`config.mk`:
```
export PLATFORM = sky130hd
export DESIGN_NAME = key_matrix_responder
export DESIGN_NICKNAME = d
export VERILOG_FILES = /design/src/rtl/key_matrix_responder.sv
export SDC_FILE = /design/constraint.sdc
export NUM_CORES = 1
export LEC_CHECK = 0
export BUFFER_PORTS_ARGS = -buffer_cell sky130_fd_sc_hd__buf_2
export CORE_AREA = 4 4 88 152
export CTS_BUF_LIST = sky130_fd_sc_hd__clkbuf_4
export DETAILED_ROUTE_END_ITERATION = 10
export DIE_AREA = 0 0 92 156
export GPL_TIMING_DRIVEN = 0
export PLACE_DENSITY = 0.58
export SYNTH_ARGS = -nofsm -noshare
export SYNTH_HDL_FRONTEND = slang
export SYNTH_SLANG_ARGS = --single-unit
```
`constraint.sdc`:
```
create_clock -name clk -period 2.85 [get_ports clk]
set_clock_uncertainty 0.15 [all_clocks]
set_input_delay 0.855 -clock clk [delete_from_list [all_inputs] [get_ports clk]]
set_output_delay 0.855 -clock clk [all_outputs]
set_load 0.02 [all_outputs]
```
`src/rtl/key_matrix_responder.sv`:
```
// Lets nine directly wired buttons answer a column-scanning keypad controller as a 3x3 matrix.
// Also publishes a debounced press mask and a queued one-cycle press-event stream.
module key_matrix_responder #(
    parameter int unsigned DEBOUNCE_CYCLES = 4,
    parameter bit          BTN_ACTIVE_LOW  = 1'b1
) (
    input  logic       clk,
    input  logic       reset,
    input  logic [8:0] buttons,
    input  logic [2:0] column,
    output logic [2:0] row,
    output logic [8:0] pressed,
    output logic       key_valid,
    output logic [3:0] key
);

    localparam int unsigned NUM_KEYS = 9;
    localparam int unsigned CNT_W    = $clog2(DEBOUNCE_CYCLES + 1);
    localparam logic [CNT_W-1:0] CNT_MAX = CNT_W'(DEBOUNCE_CYCLES);

    typedef enum logic [1:0] {
        IDLE         = 2'd0,
        PRESS_PEND   = 2'd1,
        PRESSED      = 2'd2,
        RELEASE_PEND = 2'd3
    } db_state_t;

    logic [8:0]       level;
    logic [8:0]       sync_a;
    logic [8:0]       sync_b;
    db_state_t        state [NUM_KEYS];
    logic [CNT_W-1:0] cnt   [NUM_KEYS];
    logic [8:0]       accept_c;
    logic [8:0]       pending;
    logic [8:0]       low_mask_c;
    logic [3:0]       low_idx_c;
    logic [2:0]       row_c;

    // Internal level 1 = pressed regardless of button polarity.
    assign level = BTN_ACTIVE_LOW ? ~buttons : buttons;

    always_ff @(posedge clk) begin
        if (reset) begin
            sync_a <= '0;
            sync_b <= '0;
        end else begin
            sync_a <= level;
            sync_b <= sync_a;
        end
    end

    // Per-key debounce FSMs; pressed[k] is their registered output.
    always_ff @(posedge clk) begin
        if (reset) begin
            pressed <= '0;
            for (int unsigned k = 0; k < NUM_KEYS; k++) begin
                state[k] <= IDLE;
                cnt[k]   <= '0;
            end
        end else begin
            for (int unsigned k = 0; k < NUM_KEYS; k++) begin
                unique case (state[k])
                    IDLE: begin
                        if (sync_b[k]) begin
                            state[k] <= PRESS_PEND;
                            cnt[k]   <= CNT_W'(1);
                        end
                    end
                    PRESS_PEND: begin
                        if (!sync_b[k]) begin
                            state[k] <= IDLE;
                            cnt[k]   <= '0;
                        end else if (cnt[k] == CNT_MAX) begin
                            state[k]   <= PRESSED;
                            pressed[k] <= 1'b1;
                        end else begin
                            cnt[k] <= cnt[k] + CNT_W'(1);
                        end
                    end
                    PRESSED: begin
                        if (!sync_b[k]) begin
                            state[k] <= RELEASE_PEND;
                            cnt[k]   <= CNT_W'(1);
                        end
                    end
                    RELEASE_PEND: begin
                        if (sync_b[k]) begin
                            state[k] <= PRESSED;
                            cnt[k]   <= '0;
                        end else if (cnt[k] == CNT_MAX) begin
                            state[k]   <= IDLE;
                            pressed[k] <= 1'b0;
                        end else begin
                            cnt[k] <= cnt[k] + CNT_W'(1);
                        end
                    end
                    default: begin
                        state[k] <= IDLE;
                        cnt[k]   <= '0;
                    end
                endcase
            end
        end
    end

    // Acceptance of a press this cycle mirrors the PRESS_PEND -> PRESSED transition.
    always_comb begin
        accept_c = '0;
        for (int unsigned k = 0; k < NUM_KEYS; k++) begin
            accept_c[k] = (state[k] == PRESS_PEND) && sync_b[k] && (cnt[k] == CNT_MAX);
        end
    end

    // Lowest pending key is served first.
    always_comb begin
        low_idx_c  = '0;
        low_mask_c = '0;
        for (int k = NUM_KEYS - 1; k >= 0; k--) begin
            if (pending[k]) begin
                low_idx_c  = 4'(k);
                low_mask_c = 9'(1) << k;
            end
        end
    end

    // New acceptances are OR-ed in after the clear so a simultaneous set wins.
    always_ff @(posedge clk) begin
        if (reset) begin
            pending   <= '0;
            key_valid <= 1'b0;
            key       <= 4'd0;
        end else begin
            pending <= (pending & ~low_mask_c) | accept_c;
            if (pending != '0) begin
                key_valid <= 1'b1;
                key       <= low_idx_c;
            end else begin
                key_valid <= 1'b0;
            end
        end
    end

    // Only a single active-low strobe selects a column; anything else reads as no key.
    always_comb begin
        row_c = 3'b111;
        unique case (column)
            3'b110:  row_c = ~{pressed[6], pressed[3], pressed[0]};
            3'b101:  row_c = ~{pressed[7], pressed[4], pressed[1]};
            3'b011:  row_c = ~{pressed[8], pressed[5], pressed[2]};
            default: row_c = 3'b111;
        endcase
    end

    always_ff @(posedge clk) begin
        if (reset) begin
            row <= 3'b111;
        end else begin
            row <= row_c;
        end
    end

endmodule

```
==> parameters.txt, run 1 <==
Parameter                              Value

Logic synthesis
  Number of warnings reported in the yosys synthesis log ... 0
  Count of cell types in the netlist ... 49
  Flip-flop cell with the highest count after synthesis ... sky130_fd_sc_hd__edfxtp_1
  Seq/Total Area, Yosys ... 48.07%
  Share of synthesized flip-flops with an asynchronous set or reset ... 0%
  Post-synthesis area per instance ... 9.554 µm²
  Number of enable-type register cells in the synthesized netlist ... 45
  Netlist area before placement ... 4643 µm²
  FF+latch count, synth ... 89
  Post-Synthesis Net Count ... 518
  Cells after synthesis ... 486

Worst setup path
  Critical path class ... in -> reg
  Critical path's largest stage delay ... 0.45 ns
  Type of element capturing the critical path ... flop
  Required time at the worst-slack endpoint ... 2.84 ns
  Largest driver fanout on the critical path ... 10
  Most frequent cell on the critical path ... sky130_fd_sc_hd__buf_2
  Crit path max-delay family ... buffers and inverters
  Data arrival time of the critical path ... 2.75 ns
  Setup slack of the most critical reg-to-reg path ... 0.34 ns
  Cell type of the slowest stage on the worst timing path ... sky130_fd_sc_hd__clkbuf_1
  Worst setup SP type ... input pin
  Cells traversed along the worst timing path ... buf_2 > clkbuf_1 > clkbuf_2 > buf_2 > buf_2 > o21bai_1
  Count of buffering cells on the critical path with inverters included ... 5

Placed design
  Routability congestion estimate ... 0.8571
  Worst setup slack before clock tree synthesis ... -0.8876 ns
  Cell total after placement ... 681
  Sum of net half-perimeters after detailed placement ... 8.352 mm
  Count of buffers inserted at the top-level ports ... 30

Detailed routing
  Number of vias in the routed layout ... 3,623
  Number of iterations in the first detailed-routing pass ... 4
  Per-cell via count in the routed design ... 5.176
  Wirelength, routed ... 11.10 mm
  Detailed-route wire length per cell ... 15.85 µm
  Starting DRC count in detailed routing ... 294
  Final antenna-violating net count ... 0
  DRC viols ... 0

Worst hold path
  Kind of path behind the tightest hold check ... reg -> reg

Global route
  Overall global routing resource usage ... 16.02%
  Largest net degree at the start of global routing ... 15
  First-pass GRT wire length ... 17.94 mm
  Sum of overflow across all layers after global routing ... 0
  Number of global-route vias before repair ... 3,532
  Number of antenna violations at the first check in global routing ... 1

Final layout
  Synthesis-to-finish area growth ... 10.46%
  Register Area ... 2232 µm²
  Non-Filler Instances ... 700
  Fill cells ... 1,261
  Post-layout utilization of the core ... 42.49%
  Final layout net count ... 561
  Multi-input combinational cell area ... 2243 µm²
  Layout cells sized above 1 ... 12.36%

Power
  Power density over the cells ... 656.3 nW/µm²
  Maximum vdd drop ... 0.3218 mV
  Standby leakage power ... 2.072 nW

STA
  Post-layout worst setup margin ... 0.08468 ns
  Pins Over Slew Limit ... 0
  Setup repair after global routing missed its margin ... no
  Number of endpoints with negative hold slack in the final report ... 0
  Transition time at the pin with the least slew margin ... 0.8368 ns
  Final period demand of the worst path ... 2.765 ns
  Final worst-path cycle share ... 97.03%
  Number of setup violations in the final report ... 0
  Max Fclk ... 0.3616 GHz
  Final Hold Slack ... 0.3074 ns
  Tightest slew margin relative to the limit ... 43.43%

Run status
  Run status ... finished clean

Floorplan
  Die X-Extent ... 92 µm
  Die height ... 156 µm
  Number of primary I/O pins ... 31
  Overall die area ... 14,350 µm²
  Starting Density ... 38.47%
  Placement Rows ... 53
  Core area ... 12,070 µm²

Clock network
  Clock tree from TritonCTS ... done
  Clk sink count ... 89
  Master cell of the clock root buffer ... sky130_fd_sc_hd__clkbuf_4
  Number of H-tree branching levels ... 3
  Clock insertion delay at the later pin of the skew report ... 0.45 ns
  Number of buffers created by CTS ... 9
  Clock Pin Slew Worst Setup and Hold Paths ... 0.14 ns
  Max Buffers Root-to-Sink ... 2

Job
  Max-cap check violation count ... 0
==> what timing repair did <==
action	in CTS	in global routing
setup endpoints to repair	34	2
resized for setup	2	1
setup buffers	2	0
pin swaps	1	0
hold buffers	0	0
==> through the flow <==
| stage | TNS [ns] | power [mW] | cell area, µm² |
|---|---|---|---|
| 2_1_floorplan | 0 | 2.491 | 4643 |
| 3_3_place_gp | -47.33 | 2.722 | 5000 |
| 3_5_place_dp | -48.35 | 2.760 | 5000 |
| 4_1_cts | 0 | 3.382 | 5125 |
| 5_1_grt | 0 | 3.598 | 5129 |
| 6_report | 0 | 3.366 | 5129 |
==> layout by cell type (no fill, tap or decap), types with 3 or more instances in the layout <==
master                     instances
sky130_fd_sc_hd__o21a_1            5
sky130_fd_sc_hd__o22ai_1           6
sky130_fd_sc_hd__xnor2_1          13
sky130_fd_sc_hd__a21o_1            5
sky130_fd_sc_hd__dfxtp_1          44
sky130_fd_sc_hd__edfxtp_1         45
sky130_fd_sc_hd__ha_1             18
sky130_fd_sc_hd__a21boi_1          6
sky130_fd_sc_hd__nand2_1          36
sky130_fd_sc_hd__or2_2             9
sky130_fd_sc_hd__nor3b_1           3
sky130_fd_sc_hd__a22o_1            3
sky130_fd_sc_hd__a22oi_1           3
sky130_fd_sc_hd__clkbuf_4         10
sky130_fd_sc_hd__o21ai_0          15
sky130_fd_sc_hd__and2_1            3
sky130_fd_sc_hd__nor2b_1          23
sky130_fd_sc_hd__nor3_1            7
sky130_fd_sc_hd__nor4_1            3
sky130_fd_sc_hd__xor2_1           12
sky130_fd_sc_hd__and3_1           24
sky130_fd_sc_hd__o211ai_1          3
sky130_fd_sc_hd__inv_1            26
sky130_fd_sc_hd__clkbuf_1          8
sky130_fd_sc_hd__buf_2            33
sky130_fd_sc_hd__nand2b_1          5
sky130_fd_sc_hd__nand3_1          10
sky130_fd_sc_hd__nand4_1           5
sky130_fd_sc_hd__o21bai_1         24
sky130_fd_sc_hd__a21oi_1          45
sky130_fd_sc_hd__nor2_1           47
==> power breakdown <==
group	total, mW	internal (mW)	switching, mW	leakage, nW
Clock	0.625	0.184	0.441	0.0621
Sequential	1.80	1.60	0.207	0.826
Combinational	0.937	0.388	0.550	1.18
Total	3.37	2.17	1.20	2.07
==> sequential cells by signal (all words and copies together) (netlist names) <==
| name | flops |
|---|---|
| cnt | 27 |
| key | 4 |
| key_valid | 1 |
| pending | 9 |
| pressed | 9 |
| row | 3 |
| state | 18 |
| sync_a | 9 |
| sync_b | 9 |
==> Yosys cell counts, drive strengths merged, types with 14 or more instances <==
library cell,instances,area [µm²]
o21bai,24,180.2
inv,26,97.59
and3,24,150.1
nand2,36,135.1
dfxtp,44,880.8
o21ai,15,75.07
nor2b,23,143.9
xor2,14,137.6
ha,18,225.2
a21oi,45,225.2
nor2,47,176.4
edfxtp,45,1351
==> final cells by class <==
cell class	instances	area share, %
Clock buffer	10	1.464
Clock inverter	6	0.6343
Tap cell	165	4.025
Inverter	26	1.903
Timing Repair Buffer	32	3.220
Antenna cell	1	0.04879
Multi-Input combinational cell	355	43.74
Sequential cell	89	43.52
Buffer	16	1.439
==> path summary, 6_finish.rpt <==
check              start          end  depth (start not counted)
max                reset    cnt[7][0]                          6
min            sync_a[0]    sync_b[0]                          1
max reg2reg  state[3][1]  state[2][0]                          6
min reg2reg    sync_a[0]    sync_b[0]                          1
==> per-layer routing <==
layer / share of wire (%) / global-route usage [%]
met5: 0 / 0
met4: 3.1 / 7.512
met1: 42 / 18.66
met3: 4.0 / 2.992
met2: 51 / 28.21
==> cells by family after synthesis <==
| kind of cell | Yosys count | share of synthesized area (%) |
|---|---|---|
| DFF | 89 | 48.07 |
| adders and majority gates | 18 | 4.851 |
| muxes | 2 | 0.4312 |
| buffers and inverters | 42 | 3.611 |
| xor gates and xnor gates | 27 | 5.416 |
| AOI/OAI and AO/OA | 126 | 17.33 |
| and+or+nand+nor | 182 | 20.29 |
Power figures use the tool's default switching activity.
==> run 2, diff against run 1 <==
Settings changed: ABC_AREA from default to 1, CAP_MARGIN from default to 10, CORE_AREA 4 4 88 152 to 4 4 90 156, DIE_AREA 0 0 92 156 to 0 0 94 160, PLACE_DENSITY 0.58 to 0.59.
==> parameters.txt, run 2 <==
Parameter                              Value

Detailed routing
  Number of iterations in the first detailed-routing pass ... 4
  Number of vias in the routed layout ... 4,150
  Per-cell via count in the routed design ... 4.923
  DRC viols ... 0
  Final antenna-violating net count ... 0
  Detailed-route wire length per cell ... 14.07 µm
  Starting DRC count in detailed routing ... 247
  Wirelength, routed ... 11.86 mm

Worst setup path
  Crit path to ... cnt[4][0]
  Critical path class ... in -> reg
  Worst setup startpoint ... reset
  Largest driver fanout on the critical path ... 10
  Type of element capturing the critical path ... flop
  Setup slack of the most critical reg-to-reg path ... 0.30 ns
  Cell type of the slowest stage on the worst timing path ... sky130_fd_sc_hd__nor2_1
  Startpoint of the worst-slack reg-to-reg timing path ... cnt[6][0]
  Required time at the worst-slack endpoint ... 2.89 ns
  Cells traversed along the worst timing path ... buf_4 > inv_2 > buf_6 > nand3_1 > nand4_1 > nor2_1 > nand2_1 > nor2_1 > nand2_1 > inv_4 > nor2_2
  Destination of the worst register-to-register timing path ... cnt[4][0]
  Data arrival time of the critical path ... 2.65 ns
  Reg2Reg Depth ... 13
  Critical path's largest stage delay ... 0.34 ns
  Worst setup SP type ... input pin

Logic synthesis
  Share of synthesized flip-flops with an asynchronous set or reset ... 0%
  Seq/Total Area, Yosys ... 45.41%
  Cells taking the most area after synthesis ... sky130_fd_sc_hd__edfxtp_1 27%, sky130_fd_sc_hd__dfxtp_1 18%, sky130_fd_sc_hd__nand2_1 9.6%
  Netlist area before placement ... 4916 µm²
  Number of warnings reported in the yosys synthesis log ... 0
  Post-Synthesis Net Count ... 658
  Most used standard cell by instance count after synthesis ... sky130_fd_sc_hd__nand2_1
  Cells after synthesis ... 626
  Post-synthesis area per instance ... 7.853 µm²
  Yosys top cell area share ... 27.49%
  Cell type with the highest aggregate area in the netlist ... sky130_fd_sc_hd__edfxtp_1
  Most numerous cell types in the synthesized netlist ... 126 x sky130_fd_sc_hd__nand2_1, 100 x sky130_fd_sc_hd__nor2_1, 99 x sky130_fd_sc_hd__inv_1, 49 x sky130_fd_sc_hd__nand3_1, 45 x sky130_fd_sc_hd__edfxtp_1
  Count of cell types in the netlist ... 35
  Flip-flop cell with the highest count after synthesis ... sky130_fd_sc_hd__edfxtp_1
  FF+latch count, synth ... 89
  Number of enable-type register cells in the synthesized netlist ... 45

STA
  Number of setup violations in the final report ... 0
  Final worst-path cycle share ... 91.61%
  Pins Over Slew Limit ... 0
  Final period demand of the worst path ... 2.611 ns
  Number of endpoints with negative hold slack in the final report ... 0
  Transition time at the pin with the least slew margin ... 0.6853 ns
  Tightest slew margin relative to the limit ... 54.31%
  Setup repair after global routing missed its margin ... no
  Max Fclk ... 0.3830 GHz
  Final Hold Slack ... 0.2384 ns
  Fin Setup TNS ... 0 ns
  Post-layout worst setup margin ... 0.2390 ns

Floorplan
  Core area ... 12,800 µm²
  Number of primary I/O pins ... 31
  Placement Rows ... 55
  Die height ... 160 µm
  Starting Density ... 38.41%
  Overall die area ... 15,040 µm²
  Die X-Extent ... 94 µm

Placed design
  Worst setup slack before clock tree synthesis ... -0.2229 ns
  Area post-placement ... 5275 µm²
  Count of buffers inserted at the top-level ports ... 29
  Cell total after placement ... 826
  Routability congestion estimate ... 0.8542
  Sum of net half-perimeters after detailed placement ... 9.203 mm

Final layout
  Final cell area excluding filler cells ... 5436 µm²
  Registers with the highest flip-flop counts ... cnt x27, state x18
  Multi-input combinational cell area ... 2222 µm²
  Synthesis-to-finish area growth ... 10.59%
  Number of flip-flops under the largest register name ... 27
  Largest Register ... cnt
  Leading cell type in the layout, fill and taps excluded ... sky130_fd_sc_hd__nand2_1
  Register Area ... 2232 µm²
  Commonest cells after routing, fill and taps aside ... 126 x sky130_fd_sc_hd__nand2_1, 100 x sky130_fd_sc_hd__nor2_1, 99 x sky130_fd_sc_hd__inv_1
  Fill cells ... 1,340
  Layout cells sized above 1 ... 12.52%
  Post-layout utilization of the core ... 42.47%
  Non-Filler Instances ... 843
  Final layout net count ... 698

Global route
  Sum of overflow across all layers after global routing ... 0
  Number of global-route vias before repair ... 4,119
  First-pass GRT wire length ... 19.14 mm
  Largest net degree at the start of global routing ... 15
  Number of antenna violations at the first check in global routing ... 1
  Overall global routing resource usage ... 16.22%

Job
  Max-cap check violation count ... 0

Clock network
  Number of H-tree branching levels ... 3
  Clock Pin Slew Worst Setup and Hold Paths ... 0.14 ns
  Master cell of the clock root buffer ... sky130_fd_sc_hd__clkbuf_4
  Clk sink count ... 89
  Number of buffers created by CTS ... 9
  Clock insertion delay at the later pin of the skew report ... 0.44 ns
  Post-CTS Hold Buffers ... 0
  Number of instances resized during post-cts repair ... 0
  Clock tree from TritonCTS ... done
  Post CTS Setup Buffer Count ... 0
  Max Buffers Root-to-Sink ... 2

Run status
  Run status ... finished clean

Worst hold path
  Kind of path behind the tightest hold check ... reg -> reg

Power
  Overall power ... 3.469 mW
  Maximum vdd drop ... 0.1887 mV
  Power density over the cells ... 638.1 nW/µm²
  Standby leakage power ... 2.721 nW
[run 2: area by class of cell]
cell class                 instances  share of cell area, %
sequential                        89                  41.06
multi-input combinational        425                  40.87
inverter                         101                  7.020
tap                              171                  3.936
timing repair buffer              29                  2.670
clock buffer                      12                  1.657
buffer                            11                  1.473
clock inverter                     4                  1.266
antenna                            1                0.04603
[run 2: cell families after synthesis]
family / count (synthesis) / synth area share (%)
compound gates: 53 / 6.490
buf+inv: 112 / 9.392
xor+xnor: 9 / 1.604
fa+ha+maj: 18 / 4.581
flops: 89 / 45.41
simple gates: 345 / 32.53
[run 2: where the power goes]
part	internal (mW)	switching, mW	total, mW
Combinational	0.327	0.611	0.939
Clock	0.383	0.419	0.801
Sequential	1.59	0.144	1.73
[run 2: worst min-delay path by stage]
| stage | depth (start not counted) | endpoint | from |
|---|---|---|---|
| 2_1_floorplan | 2 | sync_b[0] | sync_a[0] |
| 3_3_place_gp | 2 | sync_b[8] | sync_a[8] |
| 3_5_place_dp | 2 | sync_b[8] | sync_a[8] |
| 4_1_cts | 2 | sync_b[3] | sync_a[3] |
| 5_1_grt | 2 | sync_b[3] | sync_a[3] |
| 6_report | 2 | sync_b[3] | sync_a[3] |
[run 2: critical path, delay by kind of cell]
family | cells | cell delay (ns)
buffers and inverters | 4 | 0.60
and+or+nand+nor | 7 | 1.19
[run 2: routing by layer]
layer  track usage [%]  wire, µm  up-vias
li1                  -         -     2139
met5                 0         0        -
met1             18.52      4941     1925
met3             2.356       377       12
met2             29.31      6301       74
met4             6.969       244        0
